[src/rtl/fpu_issue_arbiter.sv]
// Round-robin arbiter sharing one FPU datapath among NREQ requesters, one operation in flight.
// Optional macro FPU_ARB_STATS_EN adds saturating stat_ops / stat_busy counters.
module fpu_issue_arbiter #(
    parameter int unsigned NREQ    = 4,
    parameter int unsigned ADD_LAT = 2,
    parameter int unsigned MUL_LAT = 3,
    parameter int unsigned DIV_LAT = 12
) (
    input  logic                     clk_in,
    input  logic                     rst,
    input  logic [NREQ-1:0]          req_valid,
    output logic [NREQ-1:0]          req_ready,
    input  logic [32*NREQ-1:0]       req_opa,
    input  logic [32*NREQ-1:0]       req_opb,
    input  logic [2*NREQ-1:0]        req_op,
    input  logic [2*NREQ-1:0]        req_mode,
    output logic [31:0]              fpu_opa,
    output logic [31:0]              fpu_opb,
    output logic [4:0]               fpu_op_code,
    output logic [1:0]               fpu_mode,
    output logic                     fpu_start,
    input  logic [31:0]              fpu_out,
    input  logic [4:0]               fpu_flags,
    output logic                     resp_valid,
    input  logic                     resp_ready,
    output logic [$clog2(NREQ)-1:0]  resp_id,
    output logic [31:0]              resp_data,
    output logic [4:0]               resp_flags,
    output logic                     busy
`ifdef FPU_ARB_STATS_EN
    ,
    output logic [15:0]              stat_ops,
    output logic [15:0]              stat_busy
`endif
);

    localparam int unsigned ID_W    = $clog2(NREQ);
    localparam int unsigned AM_LAT  = (ADD_LAT > MUL_LAT) ? ADD_LAT : MUL_LAT;
    localparam int unsigned MAX_LAT = (AM_LAT > DIV_LAT) ? AM_LAT : DIV_LAT;
    localparam int unsigned CNT_W   = $clog2(MAX_LAT + 1);

    typedef enum logic [1:0] {
        ST_IDLE,
        ST_ISSUE,
        ST_WAIT,
        ST_RESP
    } state_t;

    typedef struct packed {
        logic [31:0] opa;
        logic [31:0] opb;
        logic [1:0]  op;
        logic [1:0]  mode;
    } fpu_req_t;

    state_t            state_q, state_d;
    logic [ID_W-1:0]   rr_ptr_q, rr_ptr_d;
    fpu_req_t          req_q, req_d;
    logic [ID_W-1:0]   id_q, id_d;
    logic [CNT_W-1:0]  cnt_q, cnt_d;
    logic              fpu_start_q, fpu_start_d;
    logic              resp_valid_q, resp_valid_d;
    logic [31:0]       resp_data_q, resp_data_d;
    logic [4:0]        resp_flags_q, resp_flags_d;

    logic              grant_found;
    logic [ID_W-1:0]   grant_idx;
    fpu_req_t          req_arr [NREQ];

    function automatic logic [ID_W-1:0] wrap_idx(input logic [ID_W-1:0] base, input int unsigned off);
        int unsigned s;
        s = (32'(base) + off) % NREQ;
        return ID_W'(s);
    endfunction

    function automatic logic [CNT_W-1:0] lat_of(input logic [1:0] op);
        logic [CNT_W-1:0] l;
        case (op)
            2'b10:   l = CNT_W'(MUL_LAT);
            2'b11:   l = CNT_W'(DIV_LAT);
            default: l = CNT_W'(ADD_LAT);
        endcase
        return l;
    endfunction

    // Unpack the flat request buses into per-requester payloads.
    always_comb begin
        for (int unsigned i = 0; i < NREQ; i++) begin
            req_arr[i].opa  = req_opa[32*i +: 32];
            req_arr[i].opb  = req_opb[32*i +: 32];
            req_arr[i].op   = req_op[2*i +: 2];
            req_arr[i].mode = req_mode[2*i +: 2];
        end
    end

    // Round-robin search starting just after the last grantee.
    always_comb begin
        grant_found = 1'b0;
        grant_idx   = '0;
        for (int unsigned k = 1; k <= NREQ; k++) begin
            if (!grant_found && req_valid[wrap_idx(rr_ptr_q, k)]) begin
                grant_found = 1'b1;
                grant_idx   = wrap_idx(rr_ptr_q, k);
            end
        end
    end

    always_comb begin
        req_ready = '0;
        if (state_q == ST_IDLE && grant_found && !rst) begin
            req_ready[grant_idx] = 1'b1;
        end
    end

    always_comb begin
        state_d      = state_q;
        rr_ptr_d     = rr_ptr_q;
        req_d        = req_q;
        id_d         = id_q;
        cnt_d        = cnt_q;
        fpu_start_d  = 1'b0;
        resp_valid_d = resp_valid_q;
        resp_data_d  = resp_data_q;
        resp_flags_d = resp_flags_q;
        case (state_q)
            ST_IDLE: begin
                if (grant_found) begin
                    req_d       = req_arr[grant_idx];
                    id_d        = grant_idx;
                    rr_ptr_d    = grant_idx;
                    fpu_start_d = 1'b1;
                    state_d     = ST_ISSUE;
                end
            end
            ST_ISSUE: begin
                cnt_d   = lat_of(req_q.op);
                state_d = ST_WAIT;
            end
            ST_WAIT: begin
                if (cnt_q == CNT_W'(1)) begin
                    resp_data_d  = fpu_out;
                    resp_flags_d = fpu_flags;
                    resp_valid_d = 1'b1;
                    state_d      = ST_RESP;
                end else begin
                    cnt_d = cnt_q - CNT_W'(1);
                end
            end
            ST_RESP: begin
                if (resp_ready) begin
                    resp_valid_d = 1'b0;
                    state_d      = ST_IDLE;
                end
            end
            default: state_d = ST_IDLE;
        endcase
    end

    always_ff @(posedge clk_in) begin
        if (rst) begin
            state_q      <= ST_IDLE;
            rr_ptr_q     <= ID_W'(NREQ - 1);
            req_q        <= '0;
            id_q         <= '0;
            cnt_q        <= '0;
            fpu_start_q  <= 1'b0;
            resp_valid_q <= 1'b0;
            resp_data_q  <= '0;
            resp_flags_q <= '0;
        end else begin
            state_q      <= state_d;
            rr_ptr_q     <= rr_ptr_d;
            req_q        <= req_d;
            id_q         <= id_d;
            cnt_q        <= cnt_d;
            fpu_start_q  <= fpu_start_d;
            resp_valid_q <= resp_valid_d;
            resp_data_q  <= resp_data_d;
            resp_flags_q <= resp_flags_d;
        end
    end

    assign fpu_opa     = req_q.opa;
    assign fpu_opb     = req_q.opb;
    assign fpu_op_code = {3'b000, req_q.op};
    assign fpu_mode    = req_q.mode;
    assign fpu_start   = fpu_start_q;
    assign resp_valid  = resp_valid_q;
    assign resp_id     = id_q;
    assign resp_data   = resp_data_q;
    assign resp_flags  = resp_flags_q;
    assign busy        = (state_q != ST_IDLE);

`ifdef FPU_ARB_STATS_EN
    logic [15:0] stat_ops_q, stat_ops_d;
    logic [15:0] stat_busy_q, stat_busy_d;

    // Saturating activity counters.
    always_comb begin
        stat_ops_d  = stat_ops_q;
        stat_busy_d = stat_busy_q;
        if (state_q == ST_RESP && resp_ready && stat_ops_q != 16'hFFFF) begin
            stat_ops_d = stat_ops_q + 16'd1;
        end
        if (state_q != ST_IDLE && stat_busy_q != 16'hFFFF) begin
            stat_busy_d = stat_busy_q + 16'd1;
        end
    end

    always_ff @(posedge clk_in) begin
        if (rst) begin
            stat_ops_q  <= '0;
            stat_busy_q <= '0;
        end else begin
            stat_ops_q  <= stat_ops_d;
            stat_busy_q <= stat_busy_d;
        end
    end

    assign stat_ops  = stat_ops_q;
    assign stat_busy = stat_busy_q;
`endif

endmodule

[config.mk]
export PLATFORM = sky130hd
export DESIGN_NAME = fpu_issue_arbiter
export DESIGN_NICKNAME = d
export VERILOG_FILES = /design/src/rtl/fpu_issue_arbiter.sv
export SDC_FILE = /design/constraint.sdc
export NUM_CORES = 1
export LEC_CHECK = 0
export BUFFER_PORTS_ARGS = -buffer_cell sky130_fd_sc_hd__clkbuf_2
export CORE_AREA = 2 2 167 169
export CTS_BUF_LIST = sky130_fd_sc_hd__clkbuf_8
export DETAILED_ROUTE_END_ITERATION = 8
export DIE_AREA = 0 0 169 171
export SYNTH_ARGS = -nofsm -noshare
export SYNTH_HDL_FRONTEND = slang
export SYNTH_SLANG_ARGS = --single-unit
[constraint.sdc]
create_clock -name clk_in -period 3.3 [get_ports clk_in]
set_input_delay 0.33 -clock clk_in [delete_from_list [all_inputs] [get_ports clk_in]]
set_output_delay 0.33 -clock clk_in [all_outputs]
set_load 0.01 [all_outputs]
==> summary.md, run 1 <==
| Metric | Value |
|---|---|
| Reg2Reg Setup Slack | `1130 ps` |
| Clock latency at the later pin of the worst-skew pair | `430 ps` |
| Skew final | `16.0 ps` |
| Clock Tree Buf Depth | `2` |
| Synth Cell Area | `0.00604 mm2` |
| WHS | `105 ps` |
| Layout cells sized above 1 | `46.2%` |
| IO Pins | `433` |
| Via Count | `6368` |
| Root buffer cell | `clkbuf_8` |
| DR WL/cell | `15.7 um` |
| Critical path origin | `state_q[0]` |
| Detailed Route Iter0 Violations | `223` |
| Leak Pwr | `4.34 nW` |
| Detailed Route WL | `22200 um` |
| Final setup viols | `0` |
| Setup bufs post-CTS | `0` |
| Cells after Synth | `641` |
| Post-synth EDFFs | `0` |
| Cts hold-fix bufs | `0` |
| Asr flop ratio synth | `0%` |
| Synth top area share | `38.8%` |
| FF-to-FF Start | `state_q[0]` |
| Final worst path period share | `80.8%` |
| Resized cells post-CTS | `0` |
| Register area | `0.00234 mm2` |
| TNS Setup | `0 ps` |
| Critical Path Slowest Stage Cell | `or3_2` |
| Worst EP required | `2970 ps` |
| Worst slew margin | `55.1%` |
| Multi-input gate area in the final layout | `0.00320 mm2` |
| # clock sinks | `117` |
| Antenna Nets Post-Route | `0` |
| Register bit total from synthesis | `117` |
| RSZ-0062 raised after global routing | `no` |
| Hold Startpoint | `fpu_out[12]` |
| Die Y-Extent | `171 um` |
| Hold Fails Final Rpt | `0` |
| Crit path DAT | `2340 ps` |
| Worst-margin pin slew | `671 ps` |
| Crit-path cells | `inv_1 > ha_1 > inv_1 > or3_2 > nor2b_1 > clkbuf_2` |
| CTS clk-pin slew, worst paths | `90 ps` |
| Synth Warn # | `0` |
| Largest cells by area after synthesis | `dfxtp_1 (39%), mux2i_1 (23%), o221ai_1 (9.9%), nand2_1 (9.3%), a21oi_1 (3.7%)` |
| WS Path Type | `flip-flop to output pin` |
| Inst Count DP | `1385` |
| Hold WC Path Type | `primary input to flip-flop` |
| Die Wd | `169 um` |
| Post-Place Cell Area | `0.00837 mm2` |
| TritonCTS clock tree | `built` |
| Post-synth cell types | `43` |
| Final Max Slew Viols | `0` |
| Top_reg_cell synth | `dfxtp_1` |
| Power Density | `696 mW/mm2` |
| Port bufs | `429` |
| Placeable Area | `0.0273 mm2` |
| Status | `complete, no violations` |
| Vias in the first global route | `6234` |
| H-tree levels | `4` |
| Die area | `0.0289 mm2` |
| Synthesis-to-finish area growth | `45.4%` |
| Dpl hpwl | `17600 um` |
| Min cycle time layout | `2670 ps` |
| Vias/cell | `4.49` |
| First-pass GRT wire length | `33000 um` |
| CP dominant cell by count | `inv_1` |
| Residual DRC | `0` |
| Fillers | `2935` |
| Finished Cell Area | `0.00878 mm2` |
| Highest Clock Rate | `375 MHz` |
| Mean post-synth cell area | `9.43 um2` |
| Power, Total | `6.12 mW` |
| Remaining global-route overflow | `0` |
| 1st-pass router iterations | `4` |
| Initial core utilization | `22.1%` |
| Overall routing resource usage | `14.6%` |
| Peak VDD IR | `266 uV` |
| Initial antenna violation count | `1` |
| Largest net degree at the start of global routing | `49` |
| Cell taking the most area after synthesis | `dfxtp_1` |
| Worst Path Max Fanout | `27` |
| Number of buffers created by CTS | `17` |
| Final Wtd Congestion | `0.821` |
| MaxCap Viol Count | `0` |
| FP Rows | `61` |
| Type of origin of the critical path | `flip-flop` |
| Final Non-Filler Cells | `1418` |
| Max incr delay on CP | `800 ps` |
| Critical Path End Type | `output pin` |
| Register area share after synthesis | `38.8%` |
| Final nets | `1381` |
final cells by class:
type,instances,area share [%]
sequential,117,26.7
antenna,1,0.0285
clock inverter,13,1.68
inverter,9,0.385
clock buffer,19,2.98
tap,346,4.93
timing repair buffer,453,26.9
multi-input combinational,460,36.4
cell families (layout without fill, tap and decap cells):
logic type	after synthesis	in the layout	synth area share, %
other	1	4	0.0621
DFF	117	117	38.8
and+or+nand+nor	181	181	12.2
muxes	138	138	22.9
adders and majority gates	7	7	1.45
buffers and inverters	66	494	8.64
AOI/OAI and AO/OA	130	130	15.9
xor gates and xnor gates	1	1	0.145
per-stage QoR:
stage | util [%] | setup slack [ps]
after floorplan | - | 1430
after global placement | 30.6 | 1010
after detailed placement | 30.6 | 979
after CTS | 32.1 | 575
after global routing | 32.2 | 386
final | 32.2 | 633
synthesized netlist by cell type (2+ instances only):
library cell,instances
inv_1,9
nand2b_1,3
buf_4,4
clkbuf_1,20
nor3_1,2
and3_1,2
mux2i_1,138
a21oi_1,45
a211oi_1,3
dfxtp_1,117
and2_1,2
buf_2,17
buf_12,10
o221ai_1,68
buf_6,2
ha_1,7
nor2_1,13
nand2_1,150
o21bai_1,2
bufbuf_8,4
critical path: cells and delay by family, from the launching register on:
kind | cells | cell delay (ps)
fa+ha+maj | 1 | 200
buf+inv | 3 | 360
flops | 1 | 350
simple gates | 2 | 1000
sequential cells by signal, indices dropped and copies added (netlist names), 4 cells and up:
signal      flops
cnt_q           4
fpu_opb        32
resp_flags      5
resp_data      32
fpu_opa        32
per-layer routing:
layer  part of all wire, %  global-route usage [%]
met3                   8.2                    4.53
met5                     0                       0
met1                    41                    16.8
met2                    50                    25.9
met4                  0.99                    4.16
cell usage in the layout, fill, tap and decap left out, types with 2 or more instances in the layout:
master,count
dfxtp_1,117
o21bai_1,2
clkbuf_2,429
ha_1,7
o221ai_1,68
conb_1,3
a21oi_1,45
inv_6,3
mux2i_1,138
a211oi_1,3
bufinv_16,2
clkbuf_8,19
nor2_1,13
nor3_1,2
clkinv_2,2
inv_1,9
clkinv_4,5
and2_1,2
buf_4,21
buf_12,3
and3_1,2
nand2_1,150
nand2b_1,3
path summary, 6_finish.rpt:
check | to | cells after the start
max | req_ready[3] | 6
min | resp_data[12] | 3
max reg2reg | fpu_opa[10] | 6
min reg2reg | resp_data[27] | 2
where the power goes:
group	leakage, nW	switching, mW	internal (mW)	total (mW)
logic	3.18	1.42	1.18	2.60
registers	0.959	0.267	1.86	2.12
clock network	0.207	0.669	0.722	1.39
(Power assumes the default switching activity.)
==> run 2, diff against run 1 <==
--- a/config.mk
+++ b/config.mk
@@ -6,10 +6,10 @@
 export NUM_CORES = 1
 export LEC_CHECK = 0
 export BUFFER_PORTS_ARGS = -buffer_cell sky130_fd_sc_hd__clkbuf_2
-export CORE_AREA = 2 2 167 169
+export CORE_AREA = 2 2 170 172
 export CTS_BUF_LIST = sky130_fd_sc_hd__clkbuf_8
 export DETAILED_ROUTE_END_ITERATION = 8
-export DIE_AREA = 0 0 169 171
+export DIE_AREA = 0 0 172 174
 export SYNTH_ARGS = -nofsm -noshare
 export SYNTH_HDL_FRONTEND = slang
 export SYNTH_SLANG_ARGS = --single-unit
==> constraint.sdc (replaced) <==
create_clock -name clk_in -period 2.5 [get_ports clk_in]
set_input_delay 0.25 -clock clk_in [delete_from_list [all_inputs] [get_ports clk_in]]
set_output_delay 0.25 -clock clk_in [all_outputs]
set_load 0.01 [all_outputs]
==> summary.md, run 2 (synthesized netlist as in run 1, its figures left out) <==
| Metric | Value |
|---|---|
| Status | `complete, no violations (unchanged)` |
| Clock Tree Buf Depth | `2 (unchanged)` |
| Worst Path Max Fanout | `36 (was 27)` |
| Initial core utilization | `21.4% (was 22.1%)` |
| Synthesis-to-finish area growth | `50.4% (was 45.4%)` |
| Via Count | `6489 (was 6368)` |
| Antenna Nets Post-Route | `0 (unchanged)` |
| Port bufs | `429 (unchanged)` |
| Reg2Reg Setup Slack | `560 ps (was 1130 ps)` |
| Placeable Area | `0.0282 mm2 (was 0.0273 mm2)` |
| DR WL/cell | `15.7 um (about the same)` |
| Commonest cells after routing, fill and taps aside | `clkbuf_2 (429), nand2_1 (150), mux2i_1 (138), dfxtp_1 (117), o221ai_1 (68) (unchanged)` |
| Dpl hpwl | `17800 um (was 17600 um)` |
| ANT cells | `0 (was 1)` |
| Commonest non-fill, non-tap cell in the layout | `clkbuf_2 (unchanged)` |
| Die Wd | `172 um (was 169 um)` |
| Final setup viols | `0 (unchanged)` |
| Reg-to-Reg End | `fpu_opb[30] (was fpu_opa[10])` |
| Worst EP required | `2250 ps (was 2970 ps)` |
| Clock latency at the later pin of the worst-skew pair | `440 ps (was 430 ps)` |
| Largest net degree at the start of global routing | `49 (unchanged)` |
| CTS clk-pin slew, worst paths | `80 ps (was 90 ps)` |
| Worst-margin pin slew | `541 ps (was 671 ps)` |
| Worst Hold End | `resp_data[30] (was resp_data[12])` |
| Vias in the first global route | `6528 (was 6234)` |
| Type of origin of the critical path | `flip-flop (unchanged)` |
| H-tree levels | `4 (unchanged)` |
| Final Wtd Congestion | `0.782 (was 0.821)` |
| Residual DRC | `0 (unchanged)` |
| Inst Count DP | `1416 (was 1385)` |
| IO Pins | `433 (unchanged)` |
| FP Rows | `62 (was 61)` |
| First-pass GRT wire length | `34500 um (was 33000 um)` |
| Final worst path period share | `92.7%` |
| Final nets | `1403 (was 1381)` |
| 1st-pass router iterations | `4 (unchanged)` |
| WS Path Type | `flip-flop to output pin (unchanged)` |
| Min cycle time layout | `2320 ps` |
| Overall routing resource usage | `14.8% (was 14.6%)` |
| TritonCTS clock tree | `built (unchanged)` |
| TNS Setup | `0 ps (unchanged)` |
| Hold WC Path Type | `primary input to flip-flop (unchanged)` |
| Die Y-Extent | `174 um (was 171 um)` |
| Crit path DAT | `2070 ps (was 2340 ps)` |
| Leak Pwr | `4.43 nW (was 4.34 nW)` |
| Die area | `0.0299 mm2 (was 0.0289 mm2)` |
| WHS Path Cells | `3 (unchanged)` |
| Layout cells sized above 1 | `44.6% (was 46.2%)` |
| Root buffer cell | `clkbuf_8 (unchanged)` |
| Highest Clock Rate | `432 MHz` |
| Power, Total | `8.07 mW (was 6.12 mW)` |
| Final Non-Filler Cells | `1477 (was 1418)` |
| Initial antenna violation count | `2 (was 1)` |
| Detailed Route Iter0 Violations | `271 (was 223)` |
| Worst slew margin | `63.6% (was 55.1%)` |
| Number of buffers created by CTS | `17 (unchanged)` |
| # clock sinks | `117 (unchanged)` |
| Vias/cell | `4.39 (was 4.49)` |
| MaxCap Viol Count | `0 (unchanged)` |
| Final Max Slew Viols | `0 (unchanged)` |
| Peak VDD IR | `287 uV (was 266 uV)` |
| Critical Path End Type | `output pin (unchanged)` |
| Hold Fails Final Rpt | `0 (unchanged)` |
| Hold Startpoint | `fpu_out[30] (was fpu_out[12])` |
| Detailed Route WL | `23200 um (was 22200 um)` |
| Power Density | `888 mW/mm2 (was 696 mW/mm2)` |
| Remaining global-route overflow | `0 (unchanged)` |
| Skew final | `16.5 ps (was 16.0 ps)` |
| RSZ-0062 raised after global routing | `no (unchanged)` |
| FF-to-FF Start | `rr_ptr_q[1] (was state_q[0])` |
| R2R cell count | `7 (was 6)` |
run 2: cell types whose count changed in the layout (fill, tap and decap cells not counted), moves of 2 or more:
| cell | previous run | this run |
|---|---|---|
| inv_8 | 0 | 2 |
| buf_12 | 3 | 6 |
| clkbuf_8 | 19 | 17 |
| inv_6 | 3 | 5 |
| clkinv_4 | 5 | 3 |
| buf_4 | 21 | 11 |
| dlygate4sd3_1 | 0 | 29 |
run 2: how the worst max path moves through the flow:
stage,end,cells after the start,slack [ps],start
2_1_floorplan,req_ready[3],7,710,state_q[0]
3_3_place_gp,fpu_opb[30],8,570,req_valid[2]
3_5_place_dp,fpu_op_code[1],8,560,req_valid[2]
4_1_cts,req_ready[0],7,120,state_q[0]
5_1_grt,req_ready[0],7,30,rr_ptr_q[1]
6_report,req_ready[0],7,180,rr_ptr_q[1]
run 2: critical path, cell delays in order, from the launching register on:
cell and delay [ps]:
dfxtp_1 450, mux2i_1 220, o22a_1 200, o21ai_4 80, buf_4 170, buf_12 180, nor2_1 180, clkbuf_2 160
run 2: power by group:
group          switching (mW)  total [mW]  internal, mW  leakage, nW
combinational            1.89        3.48          1.59         3.28
clock                   0.942        1.76         0.814        0.195
sequential              0.387        2.84          2.45        0.959
run 2: cell type report:
type / count / area [um2]
Fill cell: 3043 / 19200
Multi-Input combinational cell: 460 / 3210
Clock buffer: 17 / 234
Sequential cell: 117 / 2340
Tap cell: 384 / 480
Timing Repair Buffer: 475 / 2640
Clock inverter: 15 / 145
Inverter: 9 / 33.8
run 2: repair_timing:
action | CTS | global route
hold buffers | 29 | 0
endpoints found under the setup margin | 0 | 1
hold endpoints to repair | 29 | 0
gates resized for setup | 0 | 1
setup buffers | 0 | 0
run 2: metrics by stage:
step	area, um2	setup WS (ps)	util (%)	hold slack (ps)
finish	9090	184	32.2	40.7
CTS	9080	115	32.2	0.884
global route	9090	30.7	32.2	5.02
global placement	8410	566	29.8	441
floorplan	6050	706	-	386
detailed placement	8410	558	29.8	447
run 2: routing by layer:
layer / vias up / GRT usage (%) / wire [um]
met5: - / 0 / 23
met4: 4 / 4.20 / 393
met3: 27 / 5.19 / 2120
met2: 281 / 26.6 / 11500
met1: 2987 / 16.4 / 9170
li1: 3190 / - / -
